**src/rtl/accumulator_unit_if.sv**
```systemverilog
// ============================================================================
// Module  : accumulator_unit_if
// Command/operand inputs and display/status outputs of the accumulator unit.
// Revision: 1.0
// ============================================================================
`default_nettype none

interface accumulator_unit_if #(
    parameter int DATA_W = 8,
    parameter int ACC_W  = 12,
    parameter int CNT_W  = 8
);
    logic              enterCmd;
    logic              numberCmd;
    logic              totalCmd;
    logic              clearCmd;
    logic              errCmd;
    logic [DATA_W-1:0] numIn;
    logic [ACC_W-1:0]  display;
    logic              showTotal;
    logic              ovf;
    logic              errFlag;
    logic [CNT_W-1:0]  entryCount;
    logic [1:0]        state;

    modport master (
        output enterCmd, numberCmd, totalCmd, clearCmd, errCmd, numIn,
        input  display, showTotal, ovf, errFlag, entryCount, state
    );

    modport slave (
        input  enterCmd, numberCmd, totalCmd, clearCmd, errCmd, numIn,
        output display, showTotal, ovf, errFlag, entryCount, state
    );
endinterface

`default_nettype wire

```
**src/rtl/accumulator_unit.sv**
```systemverilog
// ============================================================================
// Module  : accumulator_unit
// Adding-machine datapath: latches operands, accumulates, shows total, flags errors.
// Revision: 1.0
// ============================================================================
`default_nettype none

module accumulator_unit #(
    parameter int DATA_W = 8,
    parameter int ACC_W  = 12,
    parameter int CNT_W  = 8
) (
    input  wire logic          clk,
    input  wire logic          rst_n,
    accumulator_unit_if.slave  bus
);
    typedef enum logic [1:0] {
        S_IDLE    = 2'd0,
        S_OPERAND = 2'd1,
        S_TOTAL   = 2'd2,
        S_ERROR   = 2'd3
    } state_t;

    state_t             r_state;
    logic [DATA_W-1:0]  r_operand;
    logic [ACC_W-1:0]   r_acc;
    logic [ACC_W-1:0]   r_display;
    logic               r_show_total;
    logic               r_ovf;
    logic               r_err_flag;
    logic [CNT_W-1:0]   r_entry_count;
    logic               r_prev_enter;
    logic               r_prev_number;
    logic               r_prev_total;
    logic               r_prev_clear;

    logic               w_enter_edge;
    logic               w_number_edge;
    logic               w_total_edge;
    logic               w_clear_edge;
    logic [ACC_W:0]     w_sum;

    assign w_enter_edge  = bus.enterCmd  & ~r_prev_enter;
    assign w_number_edge = bus.numberCmd & ~r_prev_number;
    assign w_total_edge  = bus.totalCmd  & ~r_prev_total;
    assign w_clear_edge  = bus.clearCmd  & ~r_prev_clear;

    // One extra bit so a carry out of the accumulator is visible as overflow.
    assign w_sum = {1'b0, r_acc} + {{(ACC_W+1-DATA_W){1'b0}}, r_operand};

    always_ff @(posedge clk or negedge rst_n) begin
        if (!rst_n) begin
            r_state       <= S_IDLE;
            r_operand     <= '0;
            r_acc         <= '0;
            r_display     <= '0;
            r_show_total  <= 1'b0;
            r_ovf         <= 1'b0;
            r_err_flag    <= 1'b0;
            r_entry_count <= '0;
            r_prev_enter  <= 1'b0;
            r_prev_number <= 1'b0;
            r_prev_total  <= 1'b0;
            r_prev_clear  <= 1'b0;
        end else begin
            r_prev_enter  <= bus.enterCmd;
            r_prev_number <= bus.numberCmd;
            r_prev_total  <= bus.totalCmd;
            r_prev_clear  <= bus.clearCmd;

            if (bus.errCmd) begin
                r_state    <= S_ERROR;
                r_err_flag <= 1'b1;
            end else if (w_clear_edge) begin
                r_state       <= S_IDLE;
                r_operand     <= '0;
                r_acc         <= '0;
                r_display     <= '0;
                r_show_total  <= 1'b0;
                r_ovf         <= 1'b0;
                r_err_flag    <= 1'b0;
                r_entry_count <= '0;
            end else begin
                case (r_state)
                    S_IDLE, S_TOTAL: begin
                        if (w_number_edge) begin
                            r_operand    <= bus.numIn;
                            r_display    <= {{(ACC_W-DATA_W){1'b0}}, bus.numIn};
                            r_show_total <= 1'b0;
                            r_state      <= S_OPERAND;
                        end else if (w_total_edge && r_state == S_IDLE) begin
                            r_display    <= r_acc;
                            r_show_total <= 1'b1;
                            r_state      <= S_TOTAL;
                        end
                    end
                    S_OPERAND: begin
                        if (w_number_edge) begin
                            r_operand    <= bus.numIn;
                            r_display    <= {{(ACC_W-DATA_W){1'b0}}, bus.numIn};
                            r_show_total <= 1'b0;
                        end else if (w_total_edge) begin
                            r_display    <= r_acc;
                            r_show_total <= 1'b1;
                            r_state      <= S_TOTAL;
                        end else if (w_enter_edge) begin
                            if (!w_sum[ACC_W]) begin
                                r_acc        <= w_sum[ACC_W-1:0];
                                r_display    <= w_sum[ACC_W-1:0];
                                r_show_total <= 1'b0;
                                r_state      <= S_IDLE;
                                if (r_entry_count != {CNT_W{1'b1}}) begin
                                    r_entry_count <= r_entry_count + 1'b1;
                                end
                            end else begin
                                r_ovf      <= 1'b1;
                                r_err_flag <= 1'b1;
                                r_state    <= S_ERROR;
                            end
                        end
                    end
                    default: begin
                        r_state <= S_ERROR;
                    end
                endcase
            end
        end
    end

    assign bus.display    = r_display;
    assign bus.showTotal  = r_show_total;
    assign bus.ovf        = r_ovf;
    assign bus.errFlag    = r_err_flag;
    assign bus.entryCount = r_entry_count;
    assign bus.state      = r_state;
endmodule

`default_nettype wire

```
**src/flat_wrapper.sv**
```systemverilog
// flat-port wrapper written by rule: the top's interface ports become plain ports
module accumulator_unit_flat 
#(
    parameter int DATA_W = 8,
    parameter int ACC_W  = 12,
    parameter int CNT_W  = 8
)
  (clk, rst_n, bus_enterCmd, bus_numberCmd, bus_totalCmd, bus_clearCmd, bus_errCmd, bus_numIn, bus_display, bus_showTotal, bus_ovf, bus_errFlag, bus_entryCount, bus_state);
  accumulator_unit_if #(.DATA_W(DATA_W), .ACC_W(ACC_W), .CNT_W(CNT_W)) bus_i ();
  input  wire logic clk;
  input  wire logic rst_n;
  input wire logic [$bits(bus_i.enterCmd)-1:0] bus_enterCmd;
  input wire logic [$bits(bus_i.numberCmd)-1:0] bus_numberCmd;
  input wire logic [$bits(bus_i.totalCmd)-1:0] bus_totalCmd;
  input wire logic [$bits(bus_i.clearCmd)-1:0] bus_clearCmd;
  input wire logic [$bits(bus_i.errCmd)-1:0] bus_errCmd;
  input wire logic [$bits(bus_i.numIn)-1:0] bus_numIn;
  output wire logic [$bits(bus_i.display)-1:0] bus_display;
  output wire logic [$bits(bus_i.showTotal)-1:0] bus_showTotal;
  output wire logic [$bits(bus_i.ovf)-1:0] bus_ovf;
  output wire logic [$bits(bus_i.errFlag)-1:0] bus_errFlag;
  output wire logic [$bits(bus_i.entryCount)-1:0] bus_entryCount;
  output wire logic [$bits(bus_i.state)-1:0] bus_state;
  assign bus_i.enterCmd = bus_enterCmd;
  assign bus_i.numberCmd = bus_numberCmd;
  assign bus_i.totalCmd = bus_totalCmd;
  assign bus_i.clearCmd = bus_clearCmd;
  assign bus_i.errCmd = bus_errCmd;
  assign bus_i.numIn = bus_numIn;
  assign bus_display = bus_i.display;
  assign bus_showTotal = bus_i.showTotal;
  assign bus_ovf = bus_i.ovf;
  assign bus_errFlag = bus_i.errFlag;
  assign bus_entryCount = bus_i.entryCount;
  assign bus_state = bus_i.state;
  accumulator_unit #(.DATA_W(DATA_W), .ACC_W(ACC_W), .CNT_W(CNT_W)) u_core (.clk(clk), .rst_n(rst_n), .bus(bus_i));
endmodule
```
**config.mk**
```make
export PLATFORM = sky130hd
export DESIGN_NAME = accumulator_unit_flat
export DESIGN_NICKNAME = d
export VERILOG_FILES = /design/src/rtl/accumulator_unit_if.sv /design/src/rtl/accumulator_unit.sv /design/src/flat_wrapper.sv
export SDC_FILE = /design/constraint.sdc
export NUM_CORES = 1
export LEC_CHECK = 0
export BUFFER_PORTS_ARGS = -buffer_cell sky130_fd_sc_hd__buf_2
export CAP_MARGIN = 20
export CORE_ASPECT_RATIO = 1.4
export CORE_MARGIN = 2
export CORE_UTILIZATION = 33
export DETAILED_ROUTE_END_ITERATION = 8
export GPL_TIMING_DRIVEN = 0
export SYNTH_ARGS = -nofsm -noshare
export SYNTH_HDL_FRONTEND = slang
export SYNTH_SLANG_ARGS = --single-unit
```
**constraint.sdc**
```tcl
create_clock -name clk -period 3 [get_ports clk]
set_input_delay 0.45 -clock clk [delete_from_list [all_inputs] [get_ports clk]]
set_output_delay 0.45 -clock clk [all_outputs]
set_load 0.005 [all_outputs]
```
==> results.py <==
metrics = {
    "timing": {
        "rsz0062_at_grt": "false",
        "worst_relative_slew_slack_pct": 58.0,
        "final_period_minus_worst_setup_slack_ps": 2610,
        "period_utilization_pct": 86.8,
        "finalHoldViolations": 0,
        "worst_slew_pin_slew_ps": 630,
        "number_of_failing_setup_endpoints_in_the_final_timing_report": 0,
        "fmaxAchievable_mhz": 384,
        "timing.final.max_slew_violations": 0,
        "clock-skew-final_ps": 5.29,
        "setup_tns_ps": 0,
    },
    "floorplan": {
        "floorplan.initialDensity_pct": 33.9,
        "placementRows": 40,
        "design.core.area_um2": 8560,
        "io_count": 40,
        "dieHeight_um": 115,
        "die_area_um2": 9570,
        "die_w_um": 83.2,
    },
    "drt": {
        "wirelength_um": 8040,
        "drt_pass1_iterations": 4,
        "route.detailed.vias_per_inst": 5.59,
        "drcViolationCount": 0,
        "ant_nets": 0,
        "drt-initial-drc-count": 123,
        "wire_per_inst_um": 17.9,
        "route.vias.total": 2517,
    },
    "clocking": {
        "cts.path.max_buffers": 2,
        "clk_pin_slew_worst_paths_ps": 70,
        "cts_inserted_buffers": 5,
        "cts_sinks": 49,
        "worstSkewPairLatency_ps": 290,
        "h-tree-depth": 2,
        "cts.root.buffer_cell": "clkbuf_16",
        "post_cts.resized_instances": 0,
        "tritoncts_clock_tree": "yes",
        "post_cts.repair.setup_buffers": 0,
        "cts.hold.buffers_added": 0,
    },
    "critical_path": {
        "worst_reg_to_reg_path_cell_count": 9,
        "worst-endpoint-arrival_ps": 2750,
        "cp-start-kind": "flop",
        "critical_path.cell_chain": "ha_1 > fa_1 > a21oi_2 > o211ai_2 > a21boi_2 > buf_6 > o21ai_2 > a2111oi_0 > a311oi_1",
        "worst_setup_path_end_kind": "flop",
        "endpoint": "u_core.bus.state[0]",
        "rrSetupSlack_ps": 390,
        "critPathTopFamily": "compound AO/OA/AOI/OAI gates",
        "cp.required_ps": 3150,
        "cp_num_buf_inv": 1,
        "critical_path.max_fanout": 10,
        "timing.critical_path.slowest_stage_cell": "fa_1",
        "path_class": "flop to flop",
        "r2r_start": "u_core.r_acc[0]",
        "setup.worst_path.start": "u_core.r_acc[0]",
        "timing.critical_path.slowest_cell_delay_ps": 490,
        "critical_path_depth": 9,
        "reg2reg_to": "u_core.bus.state[0]",
    },
    "cells_and_area": {
        "count_of_nets_after_finishing": 369,
        "layout.cells.most_common": "dfrtp_1",
        "area_growth_syn_to_layout_pct": 17.1,
        "antenna-diode-count": 0,
        "utilization_pct": 39.7,
        "layout.filler_cells": 861,
        "final_layout_size_suffix_gt1_share_pct": 22.9,
        "most-common-layout-cells": "dfrtp_1 (49), buf_2 (44), nand2_1 (40), a22o_1 (16), nor2_1 (14)",
    },
    "status": {
        "run_status": "finished, final reports clean",
    },
    "place": {
        "buffer_ports.inserted": 39,
        "place.gp.congestion": 0.853,
        "dp_hpwl_um": 6070,
    },
    "logic_synthesis": {
        "ys_warn_count": 0,
        "postSynth.asyncResetShare_pct": 100,
        "seq_area_frac_synth_pct": 42.3,
        "netlist_instances": 296,
        "synth_edf_count": 0,
        "syn_nets": 321,
        "synthDistinctLibCells": 63,
        "syn_area_um2": 2900,
        "synth.avg_cell_area_um2": 9.80,
        "postSynthRegisterBits": 49,
        "synth_top_flop_cell": "dfrtp_1",
    },
    "grt": {
        "wire_length_of_the_first_global_routing_pass_um": 13500,
        "first_global_vias": 2668,
        "grt_overflow_total": 0,
        "maximum_number_of_pins_on_one_net_before_global_route_repair": 30,
        "groute.usage.overall_pct": 17.7,
        "antenna_violations_before_repair": 0,
    },
    "power_and_ir_drop": {
        "total_leakage_power_nw": 1.53,
        "share_seq_of_total_power_pct": 40.8,
        "p_comb_share_pct": 33.3,
        "p_int_w": 0.00142,
        "vdd_drop_max_uv": 318,
        "power.switching_fraction_pct": 34.9,
        "power.share.clock_pct": 25.9,
        "switching_component_of_the_power_w": 0.000764,
        "power_dens_cells_nw_per_um2": 644,
    },
    "run": {
        "drv_cap": 0,
    },
    "worst_hold_path": {
        "holdCritPathClass": "input port to asynchronous set/reset pin",
    },
}
-- synth_stat cells (3+ instances only) --
library cell,number,area share (%)
xor2_1,4,1.2
o31ai_1,7,1.8
buf_2,5,0.86
a22o_1,16,4.8
inv_1,4,0.52
a21o_1,4,1.0
nor3_1,9,1.6
buf_6,4,1.6
o31ai_2,3,1.3
nor2_1,14,1.8
a211o_1,3,0.91
o21ai_1,11,1.9
ha_1,9,3.9
xnor2_1,6,1.8
nand3_1,12,2.1
nand2b_1,5,1.1
clkbuf_1,5,0.65
a31oi_1,6,1.3
o21ai_0,5,0.86
o211ai_1,12,3.1
nand2_1,40,5.2
dfrtp_1,49,42
or3_1,3,0.65
a21oi_1,13,2.2
-- cell families after synthesis --
kind of cell               synth area share [%]
AOI/OAI and AO/OA                          26.8
xor gates and xnor gates                   3.02
buffers and inverters                      3.84
DFF                                        42.3
adders and majority gates                  4.57
and+or+nand+nor                            18.8
muxes                                     0.733
-- state kept, by name (all words and copies together) (netlist names), 2 cells and up --
| signal | cells |
|---|---|
| u_core.r_acc | 12 |
| u_core.r_operand | 8 |
| u_core.bus.state | 2 |
| u_core.bus.entryCount | 8 |
| u_core.bus.display | 12 |
-- per-layer routing --
metal | share of wire, % | track usage [%] | vias to the layer above | wire length, µm
li1 | - | - | 1200 | -
met1 | 40 | 20.1 | 1226 | 3180
met2 | 51 | 31.7 | 71 | 4060
met3 | 4.8 | 2.37 | 20 | 385
met4 | 5.1 | 10.3 | 0 | 407
met5 | 0 | 0 | - | 0
-- per-stage QoR --
| stage | power [W] | instance area, µm² | hold WS (ps) | worst slack, ps | std cells |
|---|---|---|---|---|---|
| 2_1_floorplan | 0.00141 | 2900 | 154 | 623 | 296 |
| 3_3_place_gp | 0.00161 | 3230 | 458 | 416 | 440 |
| 3_5_place_dp | 0.00164 | 3250 | 455 | 374 | 442 |
| 4_1_cts | 0.00221 | 3400 | 141 | 382 | 450 |
| 5_1_grt | 0.00233 | 3400 | 166 | 178 | 450 |
| 6_report | 0.00219 | 3400 | 122 | 395 | 450 |
-- power by group through the flow --
stage	Clock, W	Combinational [W]	Sequential (W)
2_1_floorplan	0	0.000519	0.000888
3_3_place_gp	0	0.000716	0.000897
3_5_place_dp	0	0.000731	0.000904
4_1_cts	0.000581	0.000738	0.000893
5_1_grt	0.000600	0.000823	0.000909
6_report	0.000566	0.000729	0.000891
-- layout make-up --
class,count,area [µm²],area share (%)
Buffer,15,92.6,2.73
Timing Repair Buffer,41,223,6.56
Multi-Input combinational cell,227,1560,46.0
Clock buffer,6,129,3.79
Inverter,5,18.8,0.552
Sequential cell,49,1230,36.1
Tap cell,105,131,3.87
Clock inverter,2,13.8,0.405
-- worst min path at each step --
stage | from | endpoint | slack (ps) | cells past startpoint
global route | rst_n | u_core.bus.entryCount[2] | 170 | 1
global placement | u_core.bus.display[6] | u_core.bus.display[6] | 460 | 1
floorplan | rst_n | u_core.bus.display[0] | 150 | 0
CTS | rst_n | u_core.bus.entryCount[2] | 140 | 1
detailed placement | rst_n | u_core.bus.entryCount[2] | 450 | 1
finish | rst_n | u_core.bus.entryCount[2] | 120 | 1
(Power assumes the default switching activity.)
